File: src/rtl/vga_token_plotter_if.sv
// Handshake and pixel bus between the game FSM / VGA adapter side (master) and the plotter (slave).
interface vga_token_plotter_if #(
    parameter int X_W     = 8,
    parameter int Y_W     = 7,
    parameter int COLOR_W = 3
);
    logic               go;
    logic               mode;
    logic               erase;
    logic               player;
    logic [2:0]         col;
    logic [2:0]         row;
    logic [X_W-1:0]     x;
    logic [Y_W-1:0]     y;
    logic [COLOR_W-1:0] colour;
    logic               plot;
    logic               busy;
    logic               done;
    logic               err;

    modport master (
        output go, mode, erase, player, col, row,
        input  x, y, colour, plot, busy, done, err
    );

    modport slave (
        input  go, mode, erase, player, col, row,
        output x, y, colour, plot, busy, done, err
    );
endinterface

File: src/rtl/vga_token_plotter.sv
// Scans one TILE_W x TILE_H block per go edge (player token or column pointer), one plot per cycle.
// Optional macro ROUNDED_TOKEN_EN suppresses the four corner plots of player tokens.
module vga_token_plotter #(
    parameter int                 TILE_W   = 8,
    parameter int                 TILE_H   = 8,
    parameter int                 NUM_COLS = 7,
    parameter int                 NUM_ROWS = 6,
    parameter int                 ORIGIN_X = 16,
    parameter int                 ORIGIN_Y = 16,
    parameter int                 PTR_Y    = 4,
    parameter int                 X_W      = 8,
    parameter int                 Y_W      = 7,
    parameter int                 COLOR_W  = 3,
    parameter logic [COLOR_W-1:0] P0_COLOR = 3'b100,
    parameter logic [COLOR_W-1:0] P1_COLOR = 3'b110,
    parameter logic [COLOR_W-1:0] BG_COLOR = 3'b000
) (
    input  logic                 clk,
    input  logic                 resetn,
    vga_token_plotter_if.slave   bus
);
    localparam int PX_W = (TILE_W > 1) ? $clog2(TILE_W) : 1;
    localparam int PY_W = (TILE_H > 1) ? $clog2(TILE_H) : 1;
    localparam logic [PX_W-1:0] PX_LAST = PX_W'(TILE_W - 1);
    localparam logic [PY_W-1:0] PY_LAST = PY_W'(TILE_H - 1);

    typedef enum logic [1:0] {IDLE, DRAW, DONE} state_t;

    state_t             state, state_next;
    logic               go_q;
    logic               mode_q, mode_next;
    logic [X_W-1:0]     base_x, base_x_next;
    logic [Y_W-1:0]     base_y, base_y_next;
    logic [PX_W-1:0]    px, px_next;
    logic [PY_W-1:0]    py, py_next;
    logic [X_W-1:0]     x_next;
    logic [Y_W-1:0]     y_next;
    logic [COLOR_W-1:0] colour_next;
    logic               plot_next, busy_next, done_next, err_next;
    logic               emit;
    logic               request, request_valid, last_pixel;

    assign request       = bus.go & ~go_q;
    assign request_valid = (int'(bus.col) < NUM_COLS) && (!bus.mode || (int'(bus.row) < NUM_ROWS));
    assign last_pixel    = (px == PX_LAST) && (py == PY_LAST);

    always_ff @(posedge clk or negedge resetn) begin
        if (!resetn) begin
            state <= IDLE;
            go_q  <= 1'b0;
        end else begin
            state <= state_next;
            go_q  <= bus.go;
        end
    end

    // emit marks cycles whose registered x/y describe a scanned pixel; the pixel address is
    // always derived from the latched base plus the next scan position.
    always_comb begin
        state_next  = state;
        mode_next   = mode_q;
        base_x_next = base_x;
        base_y_next = base_y;
        px_next     = px;
        py_next     = py;
        x_next      = bus.x;
        y_next      = bus.y;
        colour_next = bus.colour;
        emit        = 1'b0;
        busy_next   = 1'b0;
        done_next   = 1'b0;
        err_next    = 1'b0;
        case (state)
            IDLE: begin
                if (request) begin
                    if (request_valid) begin
                        state_next  = DRAW;
                        mode_next   = bus.mode;
                        base_x_next = X_W'(ORIGIN_X + TILE_W * int'(bus.col));
                        base_y_next = bus.mode ? Y_W'(ORIGIN_Y + TILE_H * int'(bus.row)) : Y_W'(PTR_Y);
                        colour_next = bus.erase ? BG_COLOR : (bus.player ? P1_COLOR : P0_COLOR);
                        px_next     = '0;
                        py_next     = '0;
                        emit        = 1'b1;
                        busy_next   = 1'b1;
                    end else begin
                        err_next    = 1'b1;
                    end
                end
            end
            DRAW: begin
                busy_next = 1'b1;
                if (last_pixel) begin
                    state_next = DONE;
                    done_next  = 1'b1;
                end else begin
                    if (px == PX_LAST) begin
                        px_next = '0;
                        py_next = py + 1'b1;
                    end else begin
                        px_next = px + 1'b1;
                    end
                    emit = 1'b1;
                end
            end
            DONE: begin
                state_next = IDLE;
            end
            default: begin
                state_next = IDLE;
            end
        endcase
        if (emit) begin
            x_next = base_x_next + X_W'(px_next);
            y_next = base_y_next + Y_W'(py_next);
        end
        plot_next = emit;
`ifdef ROUNDED_TOKEN_EN
        if (mode_next && (px_next == '0 || px_next == PX_LAST) && (py_next == '0 || py_next == PY_LAST))
            plot_next = 1'b0;
`endif
    end

    always_ff @(posedge clk or negedge resetn) begin
        if (!resetn) begin
            mode_q     <= 1'b0;
            base_x     <= '0;
            base_y     <= '0;
            px         <= '0;
            py         <= '0;
            bus.x      <= '0;
            bus.y      <= '0;
            bus.colour <= '0;
            bus.plot   <= 1'b0;
            bus.busy   <= 1'b0;
            bus.done   <= 1'b0;
            bus.err    <= 1'b0;
        end else begin
            mode_q     <= mode_next;
            base_x     <= base_x_next;
            base_y     <= base_y_next;
            px         <= px_next;
            py         <= py_next;
            bus.x      <= x_next;
            bus.y      <= y_next;
            bus.colour <= colour_next;
            bus.plot   <= plot_next;
            bus.busy   <= busy_next;
            bus.done   <= done_next;
            bus.err    <= err_next;
        end
    end
endmodule
File: src/flat_wrapper.sv
// flat-port wrapper written by rule: the top's interface ports become plain ports
module vga_token_plotter_flat 
#(
    parameter int                 TILE_W   = 8,
    parameter int                 TILE_H   = 8,
    parameter int                 NUM_COLS = 7,
    parameter int                 NUM_ROWS = 6,
    parameter int                 ORIGIN_X = 16,
    parameter int                 ORIGIN_Y = 16,
    parameter int                 PTR_Y    = 4,
    parameter int                 X_W      = 8,
    parameter int                 Y_W      = 7,
    parameter int                 COLOR_W  = 3,
    parameter logic [COLOR_W-1:0] P0_COLOR = 3'b100,
    parameter logic [COLOR_W-1:0] P1_COLOR = 3'b110,
    parameter logic [COLOR_W-1:0] BG_COLOR = 3'b000
)
  (clk, resetn, bus_go, bus_mode, bus_erase, bus_player, bus_col, bus_row, bus_x, bus_y, bus_colour, bus_plot, bus_busy, bus_done, bus_err);
  vga_token_plotter_if #(.X_W(X_W), .Y_W(Y_W), .COLOR_W(COLOR_W)) bus_i ();
  input  logic clk;
  input  logic resetn;
  input wire logic [$bits(bus_i.go)-1:0] bus_go;
  input wire logic [$bits(bus_i.mode)-1:0] bus_mode;
  input wire logic [$bits(bus_i.erase)-1:0] bus_erase;
  input wire logic [$bits(bus_i.player)-1:0] bus_player;
  input wire logic [$bits(bus_i.col)-1:0] bus_col;
  input wire logic [$bits(bus_i.row)-1:0] bus_row;
  output wire logic [$bits(bus_i.x)-1:0] bus_x;
  output wire logic [$bits(bus_i.y)-1:0] bus_y;
  output wire logic [$bits(bus_i.colour)-1:0] bus_colour;
  output wire logic [$bits(bus_i.plot)-1:0] bus_plot;
  output wire logic [$bits(bus_i.busy)-1:0] bus_busy;
  output wire logic [$bits(bus_i.done)-1:0] bus_done;
  output wire logic [$bits(bus_i.err)-1:0] bus_err;
  assign bus_i.go = bus_go;
  assign bus_i.mode = bus_mode;
  assign bus_i.erase = bus_erase;
  assign bus_i.player = bus_player;
  assign bus_i.col = bus_col;
  assign bus_i.row = bus_row;
  assign bus_x = bus_i.x;
  assign bus_y = bus_i.y;
  assign bus_colour = bus_i.colour;
  assign bus_plot = bus_i.plot;
  assign bus_busy = bus_i.busy;
  assign bus_done = bus_i.done;
  assign bus_err = bus_i.err;
  vga_token_plotter #(.TILE_W(TILE_W), .TILE_H(TILE_H), .NUM_COLS(NUM_COLS), .NUM_ROWS(NUM_ROWS), .ORIGIN_X(ORIGIN_X), .ORIGIN_Y(ORIGIN_Y), .PTR_Y(PTR_Y), .X_W(X_W), .Y_W(Y_W), .COLOR_W(COLOR_W), .P0_COLOR(P0_COLOR), .P1_COLOR(P1_COLOR), .BG_COLOR(BG_COLOR)) u_core (.clk(clk), .resetn(resetn), .bus(bus_i));
endmodule
File: config.mk
export PLATFORM = sky130hd
export DESIGN_NAME = vga_token_plotter_flat
export DESIGN_NICKNAME = d
export VERILOG_FILES = /design/src/rtl/vga_token_plotter_if.sv /design/src/rtl/vga_token_plotter.sv /design/src/flat_wrapper.sv
export SDC_FILE = /design/constraint.sdc
export NUM_CORES = 1
export LEC_CHECK = 0
export BUFFER_PORTS_ARGS = -buffer_cell sky130_fd_sc_hd__buf_2
export CELL_PAD_IN_SITES_DETAIL_PLACEMENT = 0
export CELL_PAD_IN_SITES_GLOBAL_PLACEMENT = 1
export CORE_MARGIN = 8
export CORE_UTILIZATION = 47
export DETAILED_ROUTE_END_ITERATION = 7
export PLACE_DENSITY_LB_ADDON = 0.1
export SLEW_MARGIN = 20
export SYNTH_ARGS = -nofsm -noshare
export SYNTH_HDL_FRONTEND = slang
export SYNTH_SLANG_ARGS = --single-unit
File: constraint.sdc
create_clock -name clk -period 4.3 [get_ports clk]
set_input_delay 0.215 -clock clk [delete_from_list [all_inputs] [get_ports clk]]
set_output_delay 0.215 -clock clk [all_outputs]
set_load 0.1 [all_outputs]
==> impl_summary.txt, run 1 <==
----------------------------------------------------
[Outcome]
  Result of the run ... completed

[Routing]
  Initial DRC Count ... 67
  Average wire per standard cell ... 15.9 um
  Drt first pass iters ... 4
  Count of nets left with antenna violations after detail routing ... 0
  Number of vias in the routed layout ... 1583
  Post-route DRC ... 0
  Final WL ... 4700 um
  Vias per cell ... 5.37

[Floorplan]
  Die area ... 7020 um2
  DIE WIDTH ... 83.8 um
  Starting density of the core ... 49.3%
  Die boundary height ... 83.8 um
  Number of I/O pins ... 34
  Row count ... 24
  Total core area ... 4380 um2

[STA]
  Final worst slack ... between 0.8 and 0.9 ns
  Post-Route Skew ... roughly 0.0074 ns
  Endpoints failing setup ... 0
  Max_slew headroom ... 62.4%
  Unrepaired setup endpoints after global routing ... false
  Endpoints failing hold ... 0
  Total negative setup slack ... 0 ns
  Final hold slack ... roughly 0.070 ns
  Top achievable clock speed ... 0.288 GHz
  Minimum clock period after layout ... 3.47 ns
  Slew at the pin with the worst max-slew slack ... 0.564 ns
  Fraction of the cycle the final worst path needs ... 80.8%
  Fin. max-slew vios ... 0

[Clocking]
  CTS hold repair buffers ... 0
  Setup repair bufs after CTS ... 0
  TritonCTS Buffers ... 5
  Clock-pin slew on the worst setup and hold paths ... 0.08 ns
  Clock latency reported for the late side of the worst-skew pair ... roughly 0.30 ns
  TritonCTS clock tree ... built
  Total clock sinks ... 45
  Root cell of the clock tree ... sky130_fd_sc_hd__clkbuf_8
  # H-tree levels ... 2
  Count of cells resized by post-cts repair ... 0
  Clock buffer depth ... 2

[Pwr]
  Leakage ... 1.27 nW
  Peak VDD IR ... between 0.0005 and 0.0006 V
  Sequential cell fraction of total power ... 32.9%
  Cell-internal power ... 0.925 mW
  Net switching power ... 0.916 mW
  Cell Pwr Density ... 734 nW/um2
  Switching share of power ... 49.7%
  Clock share of power ... between 10% and 20%
  Combinational share of power ... 49.1%

[Critical path]
  Start-to-end type of the worst setup path ... flip-flop to flip-flop
  Data arrival time of the critical path ... 3.66 ns
  Data required time of the worst path ... 4.49 ns
  Critical Path Sink Type ... flip-flop
  Critical path fanouts, max ... 10
  Crit path launch type ... flip-flop

[Placed design]
  Instance count after placement with tap cells included ... 286
  DPL Wire Length ... between 3000 and 4000 um
  Number of port buffers ... 32
  Weighted congestion at the end of routability-driven global placement ... 0.823
  Setup slack at placement ... 0.870 ns

[Logic synthesis]
  Syn Inst Count ... 205
  Yosys top cell by area ... sky130_fd_sc_hd__dfrtp_1
  Sequential element share of the synthesized area ... about 52%
  Share of Yosys cell area claimed by the top area cell type ... 52.1%
  Post-synthesis area per instance ... 10.5 um2
  Cells taking the most area after synthesis ... sky130_fd_sc_hd__dfrtp_1 (52%), sky130_fd_sc_hd__ha_1 (7.5%), sky130_fd_sc_hd__nand2_1 (5.6%)
  Flip-flop and latch count after synthesis ... 45
  Distinct cell type count of the synthesized netlist ... 37
  Post-Syn Nets ... 232
  Post-Syn Area ... between 2000 and 2500 um2
  Synthesis warning total ... 0

[Layout]
  Fillers ... 400
  Layout cells sized above 1 ... 21.4%
  Net count of the finished layout ... 269
  Area occupied by multi-input gates ... 985 um2
  Layout Utilization ... 57.2%
  Non-filler instance count after layout ... 295
  FF+latch area ... 1130 um2
  Total inserted antenna cells ... 0
  P&R area growth vs syn ... 16.2%

[Global routing]
  Pin count of the biggest net entering global routing ... 46
  GR Overflow Total ... 0
  Vias in the first global route ... 1710
  First-pass GRT wire length ... 8250 um
  Total GRT Usage ... 14.3%
  Number of antenna violations at the first check in global routing ... 0

[Min path]
  Worst hold path type ... primary input to flip-flop

[Job]
  Max-capacitance violation count ... 0

----------------------------------------------------
==> cells in the final DEF, fill, tap and decap left out, types with 5 or more instances in the layout <==
cell type | netlist | routed
sky130_fd_sc_hd__buf_2 | 1 | 31
sky130_fd_sc_hd__a21oi_1 | 10 | 10
sky130_fd_sc_hd__nand2_1 | 32 | 32
sky130_fd_sc_hd__o21ai_1 | 8 | 8
sky130_fd_sc_hd__nor2_1 | 13 | 13
sky130_fd_sc_hd__ha_1 | 13 | 13
sky130_fd_sc_hd__clkbuf_8 | 0 | 6
sky130_fd_sc_hd__o21ai_0 | 11 | 11
sky130_fd_sc_hd__inv_1 | 5 | 5
sky130_fd_sc_hd__and2_1 | 8 | 8
sky130_fd_sc_hd__mux2_2 | 6 | 6
sky130_fd_sc_hd__dfrtp_1 | 45 | 45
sky130_fd_sc_hd__xnor2_1 | 8 | 8
==> cell type report <==
class	count	area share [%]
Multi-Input combinational cell	148	39.2
Clock buffer	7	3.44
Inverter	6	0.897
Timing Repair Buffer	36	7.78
Sequential cell	45	44.9
Tap cell	52	2.59
Clock inverter	1	1.20
==> power groups by stage <==
| stage | clock, mW | combinational (mW) | sequential, mW |
|---|---|---|---|
| 5_1_grt | 0.356 | 0.969 | 0.625 |
| 6_report | 0.331 | 0.904 | 0.606 |
| 2_1_floorplan | 0 | 0.263 | 1.09 |
| 3_5_place_dp | 0 | 0.908 | 0.614 |
| 4_1_cts | 0.338 | 0.910 | 0.607 |
| 3_3_place_gp | 0 | 0.894 | 0.609 |
==> Yosys cell counts (all sizes together) <==
| cell type | count |
|---|---|
| a211o | 1 |
| a21o | 2 |
| a21oi | 10 |
| a22o | 4 |
| a22oi | 2 |
| a31oi | 1 |
| and2 | 8 |
| buf | 2 |
| clkbuf | 4 |
| conb | 1 |
| dfrtp | 45 |
| fa | 2 |
| ha | 13 |
| inv | 6 |
| mux2 | 6 |
| mux2i | 1 |
| nand2 | 33 |
| nand2b | 3 |
| nand3 | 3 |
| nor2 | 13 |
| nor2b | 3 |
| nor3 | 1 |
| nor3b | 1 |
| nor4 | 1 |
| nor4b | 1 |
| o211ai | 2 |
| o21ai | 19 |
| o21bai | 1 |
| o31ai | 2 |
| or3 | 1 |
| or4b | 1 |
| xnor2 | 8 |
| xor2 | 4 |
==> flip-flops by register name, summed over array words and instances, names as in the netlist <==
signal             cells
u_core.base_x          8
u_core.bus.x           8
u_core.base_y          7
u_core.bus.y           7
u_core.px              3
u_core.py              3
u_core.bus.colour      2
u_core.state           2
u_core.bus.busy        1
u_core.bus.done        1
u_core.bus.err         1
u_core.bus.plot        1
u_core.go_q            1
==> kinds of logic after synthesis <==
group                    count (synthesis)  synth area share, %
other                                    1                0.174
multiplexers                             7                 3.59
AND/OR/NAND/NOR                         69                 15.4
adder cells (fa/ha/maj)                 15                 9.38
AO/OA/AOI/OAI                           44                 12.2
XOR/XNOR                                12                 4.86
buffers and inverters                   12                 2.32
flip-flops                              45                 52.1
==> through the flow <==
stage / area (um2) / power, mW
after CTS: 2500 / 1.85
after detailed placement: 2380 / 1.52
after global routing: 2510 / 1.95
after global placement: 2380 / 1.50
final: 2510 / 1.84
after floorplan: 2160 / 1.35
==> layer usage <==
metal / up-vias / GRT usage, % / part of all wire [%]
li1: 772 / - / -
met1: 773 / 18.6 / 48
met2: 32 / 22.0 / 46
met3: 6 / 4.39 / 4.8
met4: 0 / 4.71 / 1.4
met5: - / 0 / 0
==> path summary, 6_finish.rpt <==
kind	start	to	slack [ns]	cells after the start
worst min register to register	u_core.bus.y[0]	u_core.bus.y[0]	0.47	2
worst max-delay path	u_core.state[1]	u_core.bus.x[5]	0.83	11
worst max register to register	u_core.state[1]	u_core.bus.x[5]	0.83	11
worst min-delay path	bus_go	u_core.go_q	0.07	1
min in group asynchronous	resetn	u_core.bus.colour[2]	0.45	2
max in group asynchronous	resetn	u_core.bus.x[4]	3.46	2
==> worst max-delay path, cell delays in order, from the launching register on <==
cell	delay, ns
sky130_fd_sc_hd__dfrtp_1	0.45
sky130_fd_sc_hd__or4b_1	0.73
sky130_fd_sc_hd__nor2_1	0.32
sky130_fd_sc_hd__nor2_1	0.21
sky130_fd_sc_hd__a22oi_1	0.30
sky130_fd_sc_hd__inv_1	0.11
sky130_fd_sc_hd__ha_1	0.28
sky130_fd_sc_hd__a21o_1	0.17
sky130_fd_sc_hd__a21oi_1	0.28
sky130_fd_sc_hd__a21oi_1	0.09
sky130_fd_sc_hd__xor2_1	0.15
sky130_fd_sc_hd__mux2_2	0.26
Power figures use the tool's default switching activity.
==> run 2: changes to the inputs <==
--- a/config.mk
+++ b/config.mk
@@ -9,7 +9,7 @@
 export CELL_PAD_IN_SITES_DETAIL_PLACEMENT = 0
 export CELL_PAD_IN_SITES_GLOBAL_PLACEMENT = 1
 export CORE_MARGIN = 8
-export CORE_UTILIZATION = 47
+export CORE_UTILIZATION = 39
 export DETAILED_ROUTE_END_ITERATION = 7
 export PLACE_DENSITY_LB_ADDON = 0.1
 export SLEW_MARGIN = 20
==> constraint.sdc (replaced) <==
create_clock -name clk -period 3.1 [get_ports clk]
set_input_delay 0.155 -clock clk [delete_from_list [all_inputs] [get_ports clk]]
set_output_delay 0.155 -clock clk [all_outputs]
set_load 0.1 [all_outputs]
==> run 2 against run 1 <==
  * Non-clock buffer count is 9 higher
  * Clock-buffer cell count did not move
  * Setup slack got worse by 0.62 ns
  * Cell area is 3.9% higher
  * Routed wire length down 1.1%
  * Register-to-register slack got worse by 0.62 ns
  * Largest cell class unchanged
==> impl_summary.txt, run 2 (same netlist as run 1, synthesis figures left out) <==
----------------------------------------------------
[Outcome]
  Result of the run ... completed

[Floorplan]
  Die boundary height ... 90.4 um (+7.9%)
  Total core area ... 5440 um2 (+24%)
  Die area ... 8180 um2 (+16%)
  Row count ... 27 (+13%)
  DIE WIDTH ... 90.4 um (+7.9%)
  Number of I/O pins ... 34 (unchanged)
  Starting density of the core ... 39.7% (-9.6 points)

[Layout]
  Fillers ... 531 (+33%)
  Layout Utilization ... 48.0% (-9.3 points)
  FF+latch area ... 1130 um2 (+0.11%)
  Area occupied by multi-input gates ... 1000 um2 (+1.8%)
  Leading cell type in the layout, fill and taps excluded ... sky130_fd_sc_hd__dfrtp_1
  Largest registers in the final layout ... u_core.base_x x8, u_core.bus.x x8
  Leading cell types in the layout, fill and taps excluded ... sky130_fd_sc_hd__dfrtp_1 (44), sky130_fd_sc_hd__nand2_1 (32), sky130_fd_sc_hd__buf_2 (31)
  Layout cells sized above 1 ... 26.6% (+5.2 points)
  P&R area growth vs syn ... 20.7%
  Total inserted antenna cells ... 0 (unchanged)
  Net count of the finished layout ... 278 (+3.3%)

[Placed design]
  Number of port buffers ... 32 (unchanged)
  Setup slack at placement ... 0.0696 ns (-0.801 ns)
  DPL Wire Length ... 3470 um (+0.79%)
  Weighted congestion at the end of routability-driven global placement ... 0.872 (+6.0%)

[Critical path]
  Worst setup path startpoint ... u_core.state[1]
  Data required time of the worst path ... 3.31 ns (-1.18 ns)
  Critical path fanouts, max ... 13 (+3)
  Critical Path Sink Type ... flip-flop
  Start-to-end type of the worst setup path ... flip-flop to flip-flop
  Crit path launch type ... flip-flop
  Worst R2R Start ... u_core.state[1]
  Data arrival time of the critical path ... 3.11 ns (-0.55 ns)

[Min path]
  Worst hold path type ... primary input to flip-flop
  Beginning of the worst hold path ... bus_erase

[STA]
  Top achievable clock speed ... 0.345 GHz (+20%)
  Minimum clock period after layout ... 2.90 ns (-0.576 ns)
  Endpoints failing setup ... 0 (unchanged)
  Endpoints failing hold ... 0 (unchanged)
  Max_slew headroom ... 62.1% (-0.34 points)
  Slew at the pin with the worst max-slew slack ... 0.569 ns (+0.00513 ns)
  Fraction of the cycle the final worst path needs ... 93.4% (+13 points)
  Fin. max-slew vios ... 0 (unchanged)
  Final worst slack ... 0.204 ns (-0.624 ns)
  Unrepaired setup endpoints after global routing ... false
  Total negative setup slack ... 0 ns (unchanged)
  Post-Route Skew ... 0.00689 ns (-0.000521 ns)

[Clocking]
  Clock buffer depth ... 2 (unchanged)
  # H-tree levels ... 2 (unchanged)
  Root cell of the clock tree ... sky130_fd_sc_hd__clkbuf_8
  Setup repair bufs after CTS ... 0 (unchanged)
  Total clock sinks ... 45 (unchanged)
  TritonCTS Buffers ... 5 (unchanged)
  TritonCTS clock tree ... built
  Clock latency reported for the late side of the worst-skew pair ... 0.29 ns (about the same)
  Clock-pin slew on the worst setup and hold paths ... 0.09 ns (about the same)

[Global routing]
  Pin count of the biggest net entering global routing ... 46 (unchanged)
  Total GRT Usage ... 12.1% (-2.2 points)
  Vias in the first global route ... 1677 (-1.9%)
  First-pass GRT wire length ... 8120 um (-1.5%)
  Number of antenna violations at the first check in global routing ... 0 (unchanged)
  GR Overflow Total ... 0 (unchanged)

[Routing]
  Number of vias in the routed layout ... 1574 (-0.57%)
  Initial DRC Count ... 45 (-33%)
  Routed length on met1 ... 2300 um (+1.5%)
  Post-route DRC ... 0 (unchanged)
  Vias per cell ... 4.86 (-9.5%)
  Count of nets left with antenna violations after detail routing ... 0 (unchanged)
  Final WL ... 4650 um (-1.1%)
  Drt first pass iters ... 4 (unchanged)
  Highest signal layer in the routed design ... met4
  Met2 routed WL ... 2100 um (-2.3%)
  Average wire per standard cell ... 14.3 um (-10%)
  Routed length on met3 ... 218 um (-2.7%)

[Pwr]
  Cell Pwr Density ... 960 nW/um2 (+31%)
  Peak VDD IR ... 0.000533 V (-4.6%)
  Leakage ... 1.31 nW (+3.0%)

[Job]
  Max-capacitance violation count ... 0 (unchanged)

----------------------------------------------------
run 2: changes by cell type in the layout (fill, tap and decap cells not counted), sizes merged:
cell	before	now
bufinv	1	0
dlygate4sd3	1	2
clkinv	0	1
buf	35	43
run 2: through the flow:
| step | area [um2] | power [mW] | hold WS, ns | instances |
|---|---|---|---|---|
| after floorplan | 2160 | 1.87 | -0.141 | 205 |
| after global placement | 2470 | 2.11 | 0.301 | 314 |
| after detailed placement | 2470 | 2.11 | 0.302 | 314 |
| after CTS | 2580 | 2.52 | 0.0473 | 323 |
| after global routing | 2610 | 2.66 | 0.0500 | 324 |
| final | 2610 | 2.50 | 0.0589 | 324 |
run 2: final timing paths:
kind	to	slack (ns)	cells past startpoint
worst max register to register	u_core.bus.x[6]	0.20	11
worst min-delay path	u_core.bus.colour[2]	0.06	2
max in group asynchronous	u_core.state[1]	2.30	2
worst max-delay path	u_core.bus.x[6]	0.20	11
worst min register to register	u_core.bus.x[0]	0.47	2
min in group asynchronous	u_core.base_x[0]	0.40	2
run 2: worst max-delay path, cell delays in order, from the launching register on:
cell,delay (ns)
sky130_fd_sc_hd__dfrtp_2,0.46
sky130_fd_sc_hd__or4b_1,0.60
sky130_fd_sc_hd__nor2_2,0.13
sky130_fd_sc_hd__nor2_1,0.10
sky130_fd_sc_hd__buf_4,0.20
sky130_fd_sc_hd__a22o_1,0.21
sky130_fd_sc_hd__ha_1,0.35
sky130_fd_sc_hd__nor2b_2,0.19
sky130_fd_sc_hd__o211ai_1,0.19
sky130_fd_sc_hd__xnor2_1,0.15
sky130_fd_sc_hd__mux2i_1,0.09
sky130_fd_sc_hd__o21ai_0,0.14
run 2: final cells by class:
class	instances	share of cell area (%)
clock buffer	7	3.69
sequential	45	43.2
timing repair buffer	45	10.2
tap	72	3.45
inverter	6	0.863
multi-input combinational	148	38.4
clock inverter	1	0.192
run 2: repair_timing:
item / CTS / global route
endpoints found under the hold margin: 1 / 45
resized for setup: 0 / 6
endpoints found under the setup margin: 0 / 6
hold buffers: 1 / 1
run 2: where the power goes:
part	switching (mW)	internal, mW	total [mW]
logic	0.984	0.286	1.27
clock network	0.196	0.202	0.398
registers	0.0845	0.751	0.836
run 2: per-layer routing:
metal / up-vias / GRT usage, %
met5: - / 0
met4: 0 / 3.74
met3: 2 / 4.24
met2: 31 / 18.5
met1: 754 / 15.6
li1: 787 / -
==> run 3: changes to the inputs <==
--- a/config.mk
+++ b/config.mk
@@ -8,10 +8,11 @@
 export BUFFER_PORTS_ARGS = -buffer_cell sky130_fd_sc_hd__buf_2
 export CELL_PAD_IN_SITES_DETAIL_PLACEMENT = 0
 export CELL_PAD_IN_SITES_GLOBAL_PLACEMENT = 1
-export CORE_MARGIN = 8
+export CORE_MARGIN = 2
 export CORE_UTILIZATION = 39
+export CTS_CLUSTER_SIZE = 30
 export DETAILED_ROUTE_END_ITERATION = 7
-export PLACE_DENSITY_LB_ADDON = 0.1
+export PLACE_DENSITY_LB_ADDON = 0.25
 export SLEW_MARGIN = 20
 export SYNTH_ARGS = -nofsm -noshare
 export SYNTH_HDL_FRONTEND = slang
==> run 3 against run 2 <==
  * Largest power group unchanged
  * Hold slack lost 0.043 ns
  * Final cell count grew 0.93%
  * Power shrank 1.8%
==> impl_summary.txt, run 3 (same netlist as run 1, synthesis figures left out) <==
----------------------------------------------------
[Layout]
  Leading cell type in the layout, fill and taps excluded ... sky130_fd_sc_hd__dfrtp_1
  FF+latch area ... 1130 um2 (-0.11%)
  Largest registers in the final layout ... u_core.base_x x8, u_core.bus.x x8
  Net count of the finished layout ... 281 (+1.1%)
  Total inserted antenna cells ... 0 (unchanged)
  Leading cell types in the layout, fill and taps excluded ... sky130_fd_sc_hd__dfrtp_1 (45), sky130_fd_sc_hd__nand2_1 (32), sky130_fd_sc_hd__buf_2 (31)
  Final instance area ... 2600 um2 (-0.19%)
  Layout Utilization ... 47.9% (-0.092 points)
  Layout cells sized above 1 ... 26.7% (+0.079 points)
  P&R area growth vs syn ... 20.5%
  Non-filler instance count after layout ... 327 (+0.93%)
  Fillers ... 512 (-3.6%)
  Area occupied by multi-input gates ... 997 um2 (-0.50%)

[Pwr]
  Leakage ... 1.31 nW (+0.68%)
  Peak VDD IR ... 0.000576 V (+8.1%)
  Cell-internal power ... 1.20 mW (-3.1%)
  Net switching power ... 1.26 mW (-0.45%)
  Clock share of power ... 14.3% (-1.6 points)
  Power after layout ... 2.46 mW (-1.8%)
  Switching share of power ... 51.2% (+0.69 points)
  Cell Pwr Density ... 944 nW/um2 (-1.6%)
  Combinational share of power ... 51.7% (+1.0 points)
  Sequential cell fraction of total power ... 33.9% (+0.5 points)

[STA]
  Endpoints failing hold ... 0 (unchanged)
  Minimum clock period after layout ... 2.88 ns (-0.0145 ns)
  Final worst slack ... 0.218 ns (+0.0145 ns)
  Fin. max-slew vios ... 0 (unchanged)
  Top achievable clock speed ... 0.347 GHz (+0.50%)
  Post-Route Skew ... 0.00339 ns (-0.00350 ns)
  Fraction of the cycle the final worst path needs ... 93.0% (-0.47 points)
  Max_slew headroom ... 62.1% (about the same)
  Endpoints failing setup ... 0 (unchanged)
  Slew at the pin with the worst max-slew slack ... 0.569 ns (+0.0000111 ns)

[Floorplan]
  Die area ... 6150 um2 (-25%)
  Die boundary height ... 78.4 um (-13%)
  Row count ... 27 (unchanged)
  Starting density of the core ... 39.7% (unchanged)
  DIE WIDTH ... 78.4 um (-13%)
  Total core area ... 5440 um2 (unchanged)
  Number of I/O pins ... 34 (unchanged)

[Critical path]
  Crit path launch type ... flip-flop
  Setup crit end ... u_core.bus.x[5]
  Data required time of the worst path ... 3.29 ns (-0.02 ns)
  Worst R2R Start ... u_core.px[0]
  Most frequent cell on the critical path ... sky130_fd_sc_hd__ha_1
  R2R setup slack ... 0.22 ns (about the same)
  Start-to-end type of the worst setup path ... flip-flop to flip-flop
  Slowest cell delay on critical path ... 0.39 ns (-0.21 ns)
  Worst-case reg-to-reg path depth ... 12 (+1)
  Critical Path Sink Type ... flip-flop
  Critical path fanouts, max ... 5 (-8)
  Reg-to-reg critical path endpoint ... u_core.bus.x[5]
  Instance count on the critical path ... 12 (+1)
  Slowest cell on crit path ... sky130_fd_sc_hd__dfrtp_1
  Data arrival time of the critical path ... 3.07 ns (-0.04 ns)
  Crit-path leading delay family ... compound AO/OA/AOI/OAI gates
  Worst setup path startpoint ... u_core.px[0]
  Cells along the critical path ... ha_1 -> ha_1 -> a21oi_1 -> nor2_2 -> a22oi_1 -> inv_1 -> ha_1 -> a21o_1 -> a21oi_2 -> a21oi_1 -> xor2_1 -> mux2_2
  Buf/Inv on CP ... 1 (unchanged)

[Routing]
  Average wire per standard cell ... 13.2 um (-7.7%)
  Routed length on met3 ... 155 um (-29%)
  Highest signal layer in the routed design ... met4
  Post-route DRC ... 0 (unchanged)
  Vias per cell ... 4.73 (-2.6%)
  Count of nets left with antenna violations after detail routing ... 0 (unchanged)
  Number of vias in the routed layout ... 1548 (-1.7%)
  Met2 routed WL ... 1960 um (-6.6%)
  Initial DRC Count ... 47 (+4.4%)
  Routed length on met1 ... 2160 um (-6.1%)
  Final WL ... 4330 um (-6.8%)
  Drt first pass iters ... 4 (unchanged)

[Clocking]
  Clock latency reported for the late side of the worst-skew pair ... 0.29 ns (about the same)
  TritonCTS clock tree ... built
  Clock buffer depth ... 2 (unchanged)
  Total clock sinks ... 45 (unchanged)
  Clock-pin slew on the worst setup and hold paths ... 0.08 ns (about the same)
  TritonCTS Buffers ... 5 (unchanged)
  # H-tree levels ... 2 (unchanged)
  Root cell of the clock tree ... sky130_fd_sc_hd__clkbuf_8

[Placed design]
  Total placed instance area ... 2480 um2 (+0.61%)
  Number of port buffers ... 32 (unchanged)
  Instance count after placement with tap cells included ... 316 (+0.64%)
  DPL Wire Length ... 3190 um (-8.1%)
  Setup slack at placement ... 0.0569 ns (-0.0127 ns)
  Weighted congestion at the end of routability-driven global placement ... 0.761 (-13%)

[Min path]
  Worst hold path type ... primary input to flip-flop

[Outcome]
  Result of the run ... completed

[Global routing]
  First-pass GRT wire length ... 7470 um (-8.0%)
  Pin count of the biggest net entering global routing ... 46 (unchanged)
  GR Overflow Total ... 0 (unchanged)
  Vias in the first global route ... 1592 (-5.1%)
  Number of antenna violations at the first check in global routing ... 0 (unchanged)
  Total GRT Usage ... 15.7% (+3.6 points)

[Job]
  Max-capacitance violation count ... 0 (unchanged)

----------------------------------------------------
==> run 3: cell types whose count changed in the layout (fill, tap and decap cells not counted), sizes merged <==
| cell | change |
|---|---|
| clkbuf | -1 |
| buf | +4 |
| clkinv | +1 |
| dlygate4sd3 | -1 |
==> run 3: per-stage QoR <==
step	hold slack [ns]	setup TNS, ns
2_1_floorplan	-0.141	0
3_3_place_gp	0.323	0
3_5_place_dp	0.325	0
4_1_cts	0.0121	0
5_1_grt	0.0106	-0.0116
6_report	0.0161	0
==> run 3: timing repair <==
item / in CTS / in global routing
hold buffers: 0 / 1
endpoints found under the hold margin: 0 / 45
setup endpoints to repair: 0 / 6
setup buffers: 0 / 2
resized for setup: 0 / 4
==> run 3: routing by layer <==
layer / track usage [%] / vias to the layer above
li1: - / 794
met1: 21.2 / 722
met5: 0 / -
met2: 25.3 / 25
met4: 5.26 / 0
met3: 3.33 / 7
==> run 3: layout make-up <==
class	instances	area share, %
sequential	45	43.2
multi-input combinational	148	38.3
timing repair buffer	48	11.0
tap	72	3.46
clock buffer	6	2.79
inverter	6	0.865
clock inverter	2	0.384
==> run 3: worst min-delay path by stage <==
stage | from | to | cells past startpoint
CTS | bus_go | u_core.go_q | 1
floorplan | resetn | u_core.base_x[0] | 0
finish | bus_go | u_core.go_q | 1
detailed placement | bus_go | u_core.go_q | 1
global route | bus_go | u_core.go_q | 1
global placement | bus_go | u_core.go_q | 1
==> run 3: power groups by stage <==
stage | Clock (mW) | Combinational, mW | Sequential [mW]
after floorplan | 0 | 0.364 | 1.51
after global placement | 0 | 1.25 | 0.841
after detailed placement | 0 | 1.26 | 0.847
after CTS | 0.367 | 1.27 | 0.836
after global routing | 0.396 | 1.36 | 0.859
final | 0.353 | 1.27 | 0.834
==> run 3: worst reg2reg max path: cells and delay by family (launching register included) <==
kind,cells,cell delay (ns)
AOI/OAI and AO/OA,5,1.03
xor gates and xnor gates,1,0.14
adders and majority gates,3,0.72
buffers and inverters,1,0.10
DFF,1,0.39
muxes,1,0.26
and+or+nand+nor,1,0.12
